## config.mk

```make
export PLATFORM = sky130hd
export DESIGN_NAME = fact_sched_flat
export DESIGN_NICKNAME = d
export VERILOG_FILES = /design/src/rtl/fact_sched_pkg.sv /design/src/rtl/fact_sched_if.sv /design/src/rtl/fact_rr_pick.sv /design/src/rtl/fact_sched.sv /design/src/flat_wrapper.sv
export SDC_FILE = /design/constraint.sdc
export NUM_CORES = 1
export LEC_CHECK = 0
export CORE_MARGIN = 8
export CORE_UTILIZATION = 45
export CTS_BUF_LIST = sky130_fd_sc_hd__clkbuf_4
export CTS_CLUSTER_DIAMETER = 40
export DETAILED_ROUTE_END_ITERATION = 7
export PLACE_DENSITY = 0.91
export SLEW_MARGIN = 20
export SYNTH_ARGS = -nofsm -noshare
export SYNTH_HDL_FRONTEND = slang
export SYNTH_SLANG_ARGS = --single-unit
```

## constraint.sdc

```tcl
create_clock -name clk -period 3.8 [get_ports clk]
set_clock_uncertainty 0.15 [all_clocks]
set_input_delay 0.38 -clock clk [delete_from_list [all_inputs] [get_ports clk]]
set_output_delay 0.38 -clock clk [all_outputs]
set_load 0.05 [all_outputs]
```

## src/rtl/fact_sched_pkg.sv

```systemverilog
`default_nettype none
// +----------------------------------------------------------------------+
// | fact_sched_pkg                                                       |
// | Shared state encoding and defaults for the factorial scheduler.      |
// | Rev 1.0 - initial release                                            |
// +----------------------------------------------------------------------+
package fact_sched_pkg;

  // Scheduler sequence: capture, launch the unit, wait for it, return result
  typedef enum logic [1:0] {
    S_IDLE   = 2'd0,
    S_LAUNCH = 2'd1,
    S_WAIT   = 2'd2,
    S_RESP   = 2'd3
  } state_t;

  localparam int IW_DEFAULT = 4;
  localparam int DW_DEFAULT = 32;
  // Largest operand the factorial unit handles without raising its error
  localparam int FACT_MAX_N = 12;

endpackage
`default_nettype wire

```

## src/rtl/fact_sched_if.sv

```systemverilog
`default_nettype none
// +----------------------------------------------------------------------+
// | fact_sched_if                                                        |
// | Requester, factorial-unit and response signals of the scheduler.     |
// | slave = scheduler side, master = requesters/unit/consumer side.      |
// | Rev 1.0 - initial release                                            |
// +----------------------------------------------------------------------+
interface fact_sched_if
  import fact_sched_pkg::*;
#(
  parameter int N_REQ = 4,
  parameter int IW    = IW_DEFAULT,
  parameter int DW    = DW_DEFAULT
) ();
  localparam int c_idw = $clog2(N_REQ);

  logic [N_REQ-1:0]    req;
  logic [N_REQ*IW-1:0] req_n;
  logic [N_REQ-1:0]    ack;
  logic                fu_go;
  logic [IW-1:0]       fu_n;
  logic                fu_done;
  logic                fu_err;
  logic [DW-1:0]       fu_y;
  logic                resp_valid;
  logic                resp_ready;
  logic [c_idw-1:0]    resp_id;
  logic [DW-1:0]       resp_y;
  logic                resp_err;

  modport slave (
    input  req, req_n, fu_done, fu_err, fu_y, resp_ready,
    output ack, fu_go, fu_n, resp_valid, resp_id, resp_y, resp_err
  );

  modport master (
    output req, req_n, fu_done, fu_err, fu_y, resp_ready,
    input  ack, fu_go, fu_n, resp_valid, resp_id, resp_y, resp_err
  );
endinterface
`default_nettype wire

```

## src/rtl/fact_rr_pick.sv

```systemverilog
`default_nettype none
// +----------------------------------------------------------------------+
// | fact_rr_pick                                                         |
// | Combinational round-robin winner search starting after 'last'.       |
// | Rev 1.0 - initial release                                            |
// +----------------------------------------------------------------------+
module fact_rr_pick #(
  parameter  int N_REQ = 4,
  localparam int c_idw = $clog2(N_REQ)
) (
  input  logic [N_REQ-1:0] req,
  input  logic [c_idw-1:0] last,
  output logic [c_idw-1:0] winner,
  output logic             any
);

  // Scan from the farthest position down to the nearest so the requester
  // closest after 'last' is the one left in 'winner'.
  always_comb begin
    winner = '0;
    any    = |req;
    for (int k = N_REQ; k >= 1; k--) begin
      int idx;
      idx = (int'(last) + k) % N_REQ;
      if (req[c_idw'(idx)]) winner = c_idw'(idx);
    end
  end

endmodule
`default_nettype wire

```

## src/rtl/fact_sched.sv

```systemverilog
`default_nettype none
// +----------------------------------------------------------------------+
// | fact_sched                                                           |
// | Round-robin scheduler sharing one factorial unit among N_REQ         |
// | requesters; returns each result over a valid/ready response port.    |
// | Optional WAIT timeout: define FACT_SCHED_TIMEOUT_EN.                 |
// | Rev 1.0 - initial release                                            |
// +----------------------------------------------------------------------+
module fact_sched
  import fact_sched_pkg::*;
#(
  parameter int N_REQ = 4,
  parameter int IW    = IW_DEFAULT,
  parameter int DW    = DW_DEFAULT
`ifdef FACT_SCHED_TIMEOUT_EN
  ,
  parameter int TIMEOUT = 64
`endif
) (
  input logic         clk,
  input logic         rst,
  fact_sched_if.slave bus
);

  localparam int c_idw = $clog2(N_REQ);

  state_t           r_state;
  state_t           w_next;
  logic [c_idw-1:0] r_id;
  logic [c_idw-1:0] r_last;
  logic [IW-1:0]    r_n;
  logic [DW-1:0]    r_y;
  logic             r_err;
  logic [c_idw-1:0] w_win;
  logic             w_any;
  logic             w_timeout;

  fact_rr_pick #(.N_REQ(N_REQ)) u_pick (
    .req    (bus.req),
    .last   (r_last),
    .winner (w_win),
    .any    (w_any)
  );

`ifdef FACT_SCHED_TIMEOUT_EN
  localparam int c_cw = $clog2(TIMEOUT);
  logic [c_cw-1:0] r_wcnt;

  // WAIT-cycle counter: zeroed while launching so it starts at 0 in WAIT
  always_ff @(posedge clk or posedge rst) begin
    if (rst)                    r_wcnt <= '0;
    else if (r_state != S_WAIT) r_wcnt <= '0;
    else                        r_wcnt <= r_wcnt + 1'b1;
  end

  assign w_timeout = (r_state == S_WAIT) && (r_wcnt == c_cw'(TIMEOUT - 1));
`else
  assign w_timeout = 1'b0;
`endif

  // State register
  always_ff @(posedge clk or posedge rst) begin
    if (rst) r_state <= S_IDLE;
    else     r_state <= w_next;
  end

  // Next-state: unit pulses are only looked at while in WAIT
  always_comb begin
    w_next = r_state;
    case (r_state)
      S_IDLE:   if (w_any) w_next = S_LAUNCH;
      S_LAUNCH: w_next = S_WAIT;
      S_WAIT:   if (bus.fu_err || bus.fu_done || w_timeout) w_next = S_RESP;
      S_RESP:   if (bus.resp_ready) w_next = S_IDLE;
      default:  w_next = S_IDLE;
    endcase
  end

  // Job capture, result latch and round-robin pointer update
  always_ff @(posedge clk or posedge rst) begin
    if (rst) begin
      r_id   <= '0;
      r_n    <= '0;
      r_last <= c_idw'(N_REQ - 1);
      r_y    <= '0;
      r_err  <= 1'b0;
    end else begin
      case (r_state)
        S_IDLE: begin
          if (w_any) begin
            r_id <= w_win;
            r_n  <= bus.req_n[int'(w_win)*IW +: IW];
          end
        end
        S_WAIT: begin
          // Error beats a simultaneous done; a real pulse beats the timeout
          if (bus.fu_err) begin
            r_y   <= '0;
            r_err <= 1'b1;
          end else if (bus.fu_done) begin
            r_y   <= bus.fu_y;
            r_err <= 1'b0;
          end else if (w_timeout) begin
            r_y   <= '0;
            r_err <= 1'b1;
          end
        end
        S_RESP: begin
          if (bus.resp_ready) r_last <= r_id;
        end
        default: ;
      endcase
    end
  end

  assign bus.fu_go      = (r_state == S_LAUNCH);
  assign bus.ack        = (r_state == S_LAUNCH) ? (N_REQ'(1) << r_id) : '0;
  assign bus.fu_n       = r_n;
  assign bus.resp_valid = (r_state == S_RESP);
  assign bus.resp_id    = r_id;
  assign bus.resp_y     = r_y;
  assign bus.resp_err   = r_err;

endmodule
`default_nettype wire
```

## src/flat_wrapper.sv

```systemverilog
// flat-port wrapper written by rule: the top's interface ports become plain ports
module fact_sched_flat import fact_sched_pkg::*;
#(
  parameter int N_REQ = 4,
  parameter int IW    = IW_DEFAULT,
  parameter int DW    = DW_DEFAULT

)
  (clk, rst, bus_req, bus_req_n, bus_fu_done, bus_fu_err, bus_fu_y, bus_resp_ready, bus_ack, bus_fu_go, bus_fu_n, bus_resp_valid, bus_resp_id, bus_resp_y, bus_resp_err);
  fact_sched_if #(.N_REQ(N_REQ), .IW(IW), .DW(DW)) bus_i ();
  input logic clk;
  input logic rst;
  input wire logic [$bits(bus_i.req)-1:0] bus_req;
  input wire logic [$bits(bus_i.req_n)-1:0] bus_req_n;
  input wire logic [$bits(bus_i.fu_done)-1:0] bus_fu_done;
  input wire logic [$bits(bus_i.fu_err)-1:0] bus_fu_err;
  input wire logic [$bits(bus_i.fu_y)-1:0] bus_fu_y;
  input wire logic [$bits(bus_i.resp_ready)-1:0] bus_resp_ready;
  output wire logic [$bits(bus_i.ack)-1:0] bus_ack;
  output wire logic [$bits(bus_i.fu_go)-1:0] bus_fu_go;
  output wire logic [$bits(bus_i.fu_n)-1:0] bus_fu_n;
  output wire logic [$bits(bus_i.resp_valid)-1:0] bus_resp_valid;
  output wire logic [$bits(bus_i.resp_id)-1:0] bus_resp_id;
  output wire logic [$bits(bus_i.resp_y)-1:0] bus_resp_y;
  output wire logic [$bits(bus_i.resp_err)-1:0] bus_resp_err;
  assign bus_i.req = bus_req;
  assign bus_i.req_n = bus_req_n;
  assign bus_i.fu_done = bus_fu_done;
  assign bus_i.fu_err = bus_fu_err;
  assign bus_i.fu_y = bus_fu_y;
  assign bus_i.resp_ready = bus_resp_ready;
  assign bus_ack = bus_i.ack;
  assign bus_fu_go = bus_i.fu_go;
  assign bus_fu_n = bus_i.fu_n;
  assign bus_resp_valid = bus_i.resp_valid;
  assign bus_resp_id = bus_i.resp_id;
  assign bus_resp_y = bus_i.resp_y;
  assign bus_resp_err = bus_i.resp_err;
  fact_sched #(.N_REQ(N_REQ), .IW(IW), .DW(DW)) u_core (.clk(clk), .rst(rst), .bus(bus_i));
endmodule
```

==> impl_metrics.csv <==
group,metric,value,unit
cts,cts_max_level,2,
place,place_congestion,0.752,
floorplan,row_count,25,
yosys,synth_compound_area_frac,0.147,
cts,clk_latency,0.34,ns
setup_path,crit_type,"flop to output port",
power_and_ir_drop,power_density,786,nW/um^2
yosys,synthAdderAreaFrac,0.0238,
sta,min_period_over_period,0.717,
floorplan,core_area,4630,sq um
finish,final_cells,371,
status,outcome,"finished, final reports clean",
setup_path,crit_path_start_kind,"flop",
power_and_ir_drop,p_int,0.00126,W
setup_path,crit_path_max_fanout,5,
drt,firstDrtPassIters,3,
finish,antenna_cells,0,
floorplan,start_util,0.454,
global_routing,grt_max_degree,44,
floorplan,io_pins,102,
power_and_ir_drop,peakVddDrop,0.536,mV
place,numPortBuffers,101,
setup_path,max_stage_delay,0.85,ns
power_and_ir_drop,p_leak,1.36,nW
sta,min_period,2.73,ns
yosys,yosys_warnings,0,
place,placed_area,3170,sq um
cts,cts_resized,0,
global_routing,antenna_found_initial,0,
cts,cts_buffer_depth,2,
run,maxCapViolations,0,
place,place_inst,364,
cts,clk_pin_slew,0.12,ns
power_and_ir_drop,swShare,0.502,
yosys,yosysUniqueCellTypes,31,
setup_path,critPathRequiredTime,3.27,ns
min_path,hold_path.class,"flop to flop",
sta,rsz0062_at_grt,"no",
yosys,synthXorXnorAreaFrac,0,
setup_path,crit_buf_inv,2,
global_routing,first_global_vias,2071,
drt,drcViolationCount,0,
yosys,synth_area_leaders,"dfrtp_1, nand2b_1, nand2_1",
yosys,syn-num-nets,279,
sta,finalSetupViolCount,0,
drt,initialDrtViolationCount,65,
finish,fin_nets,378,
sta,tns,0,ns
floorplan,dieArea,7120,sq um
sta,hold_viol_final,0,
cts,numClockSinks,43,
setup_path,slowest_stage,"clkdlybuf4s50_1",
yosys,synth_top_area_cell,"dfrtp_1",
global_routing,grt_pass1_wl,9.69,mm
setup_path,cp_top_family,"buffers and inverters",
global_routing,grt_overflow,0,
power_and_ir_drop,combPwrFrac,0.617,
cts,cts_tree,"done",
drt,wire_per_inst,15.4,microns
sta,maxSlewViolCount,0,
yosys,synth-seq-area-share,0.513,
drt,detail-route-antenna-nets,0,
cts,holdBufCountCts,0,
finish,area_growth,52.7,%
sta,tightest_slew,0.870,ns
setup_path,crit_chain,"inv_1 > ha_1 > nor3b_1 > clkdlybuf4s50_1",
finish,final_core_util,0.694,
power_and_ir_drop,power_switching,0.00127,W
floorplan,fp.dieW,84.4,microns
cts,post_cts_buffers,0,
global_routing,grt_use_total,0.165,
yosys,yosys.area_share.simple,0.230,
drt,via_per_inst,5.02,
power_and_ir_drop,power_frac_clock,0.080,
place,hpwlAfterDp,4.52,mm
yosys,synth_mux_area_frac,0.0607,
finish,final_area,3210,sq um
yosys,synth_top_family_by_area,"simple AND/OR/NAND/NOR gates",
yosys,syn_inst,218,
cts,cts_root_buf,"clkbuf_4",
setup_path,cp-end-kind,"output port",
sta,whs,0.340,ns
floorplan,fp.dieH,84.4,microns
finish,layout-drive-gt1-share,0.0694,
yosys,synth_area_per_cell,9.65,sq um
power_and_ir_drop,p_seq_frac,0.302,
yosys,synth_area,2100,sq um
setup_path,critPathArrivalTime,2.20,ns
drt,totalWireLength,5.73,mm
cts,cts_buffers,5,
yosys,synth-seq-cells,43,
drt,vias,1863,
sta,fmax,367,MHz
yosys,yosys.area.top_type_share,0.488,
sta,maxSlewHeadroom,0.419,
## per-layer routing
metal,global-route usage,wire length [microns],share of wire,up-vias
met5,0,0,0,-
met2,0.277,2700,0.47,75
met3,0.0615,454,0.079,10
met4,0.0550,81,0.014,0
met1,0.190,2500,0.44,850
li1,-,-,-,928
## path summary, 6_finish.rpt
| path | startpoint | endpoint | slack [ns] | cells after the start |
|---|---|---|---|---|
| max | u_core.r_state[1] | bus_ack[0] | 1.07 | 4 |
| min | u_core.bus.resp_y[4] | u_core.bus.resp_y[4] | 0.34 | 2 |
| max reg2reg | u_core.r_last[1] | u_core.bus.fu_n[3] | 1.84 | 5 |
| min reg2reg | u_core.bus.resp_y[4] | u_core.bus.resp_y[4] | 0.34 | 2 |
| max in group asynchronous | rst | u_core.r_state[1] | 2.57 | 2 |
| min in group asynchronous | rst | u_core.bus.resp_y[21] | 0.38 | 2 |
## power groups by stage
stage               Sequential [W]  Clock, W  Combinational [W]
floorplan                  0.00129         0           0.000516
global placement          0.000762         0            0.00154
detailed placement        0.000772         0            0.00157
finish                    0.000763  0.000203            0.00156
global route              0.000788  0.000227            0.00167
CTS                       0.000764  0.000212            0.00158
## synth_stat cells
master,n
nand3b_1,1
a221oi_1,1
nor3b_1,1
o21ai_1,3
nand2_1,46
a21o_1,1
dfrtp_1,41
nor4_1,1
dfstp_2,2
o32a_1,1
o221a_1,3
o21ai_0,31
a22o_1,1
a21boi_2,1
buf_2,1
inv_1,3
mux2_2,2
o21ai_4,1
nor2_1,6
and3_1,1
o22a_2,1
clkbuf_1,10
o41a_2,1
nor3_1,6
nand2b_1,36
mux2i_1,6
a31oi_2,1
mux2_4,3
ha_1,4
o211ai_1,1
nor2b_1,1
## registers in the layout (all words and copies together) (netlist names)
signal,cells
u_core.bus.resp_id,2
u_core.r_last,2
u_core.bus.resp_err,1
u_core.bus.resp_y,32
u_core.bus.fu_n,4
u_core.r_state,2
## layout make-up
class                      count  area, sq um
sequential                    43         1080
inverter                       3         11.3
clock buffer                   5         37.5
timing repair buffer         103         1030
multi-input combinational    161          982
clock inverter                 2         8.76
fill                         383         1420
tap                           54         67.6
## placed cells by master (no fill, tap or decap), types with 2 or more instances in the layout
cell               n
buf_4              2
mux2_2             2
nand2b_1          36
o221a_1            3
nor3_1             6
inv_1              2
mux2i_1            6
o21ai_4            2
mux2_4             3
clkbuf_4           5
clkdlybuf4s50_1  101
dfrtp_1           41
o21ai_1            2
o21ai_0           31
ha_1               4
dfstp_2            2
nand2_1           46
nor2_1             6
## worst register-to-register path, delay by kind of cell, from the launching register on
family          cells  cell delay [ns]
flops               1             0.60
simple gates        1             0.14
compound gates      3             0.63
mux                 1             0.34
## cell families after synthesis
family | Yosys count
buf+inv | 14
fa+ha+maj | 4
mux | 11
simple gates | 99
flops | 43
compound gates | 47
## stage by stage
stage	total power, W	setup slack, ns
2_1_floorplan	0.00181	1.07
3_3_place_gp	0.00230	1.46
3_5_place_dp	0.00235	1.39
4_1_cts	0.00255	1.02
5_1_grt	0.00268	0.989
6_report	0.00252	1.07
Power figures use the tool's default switching activity.
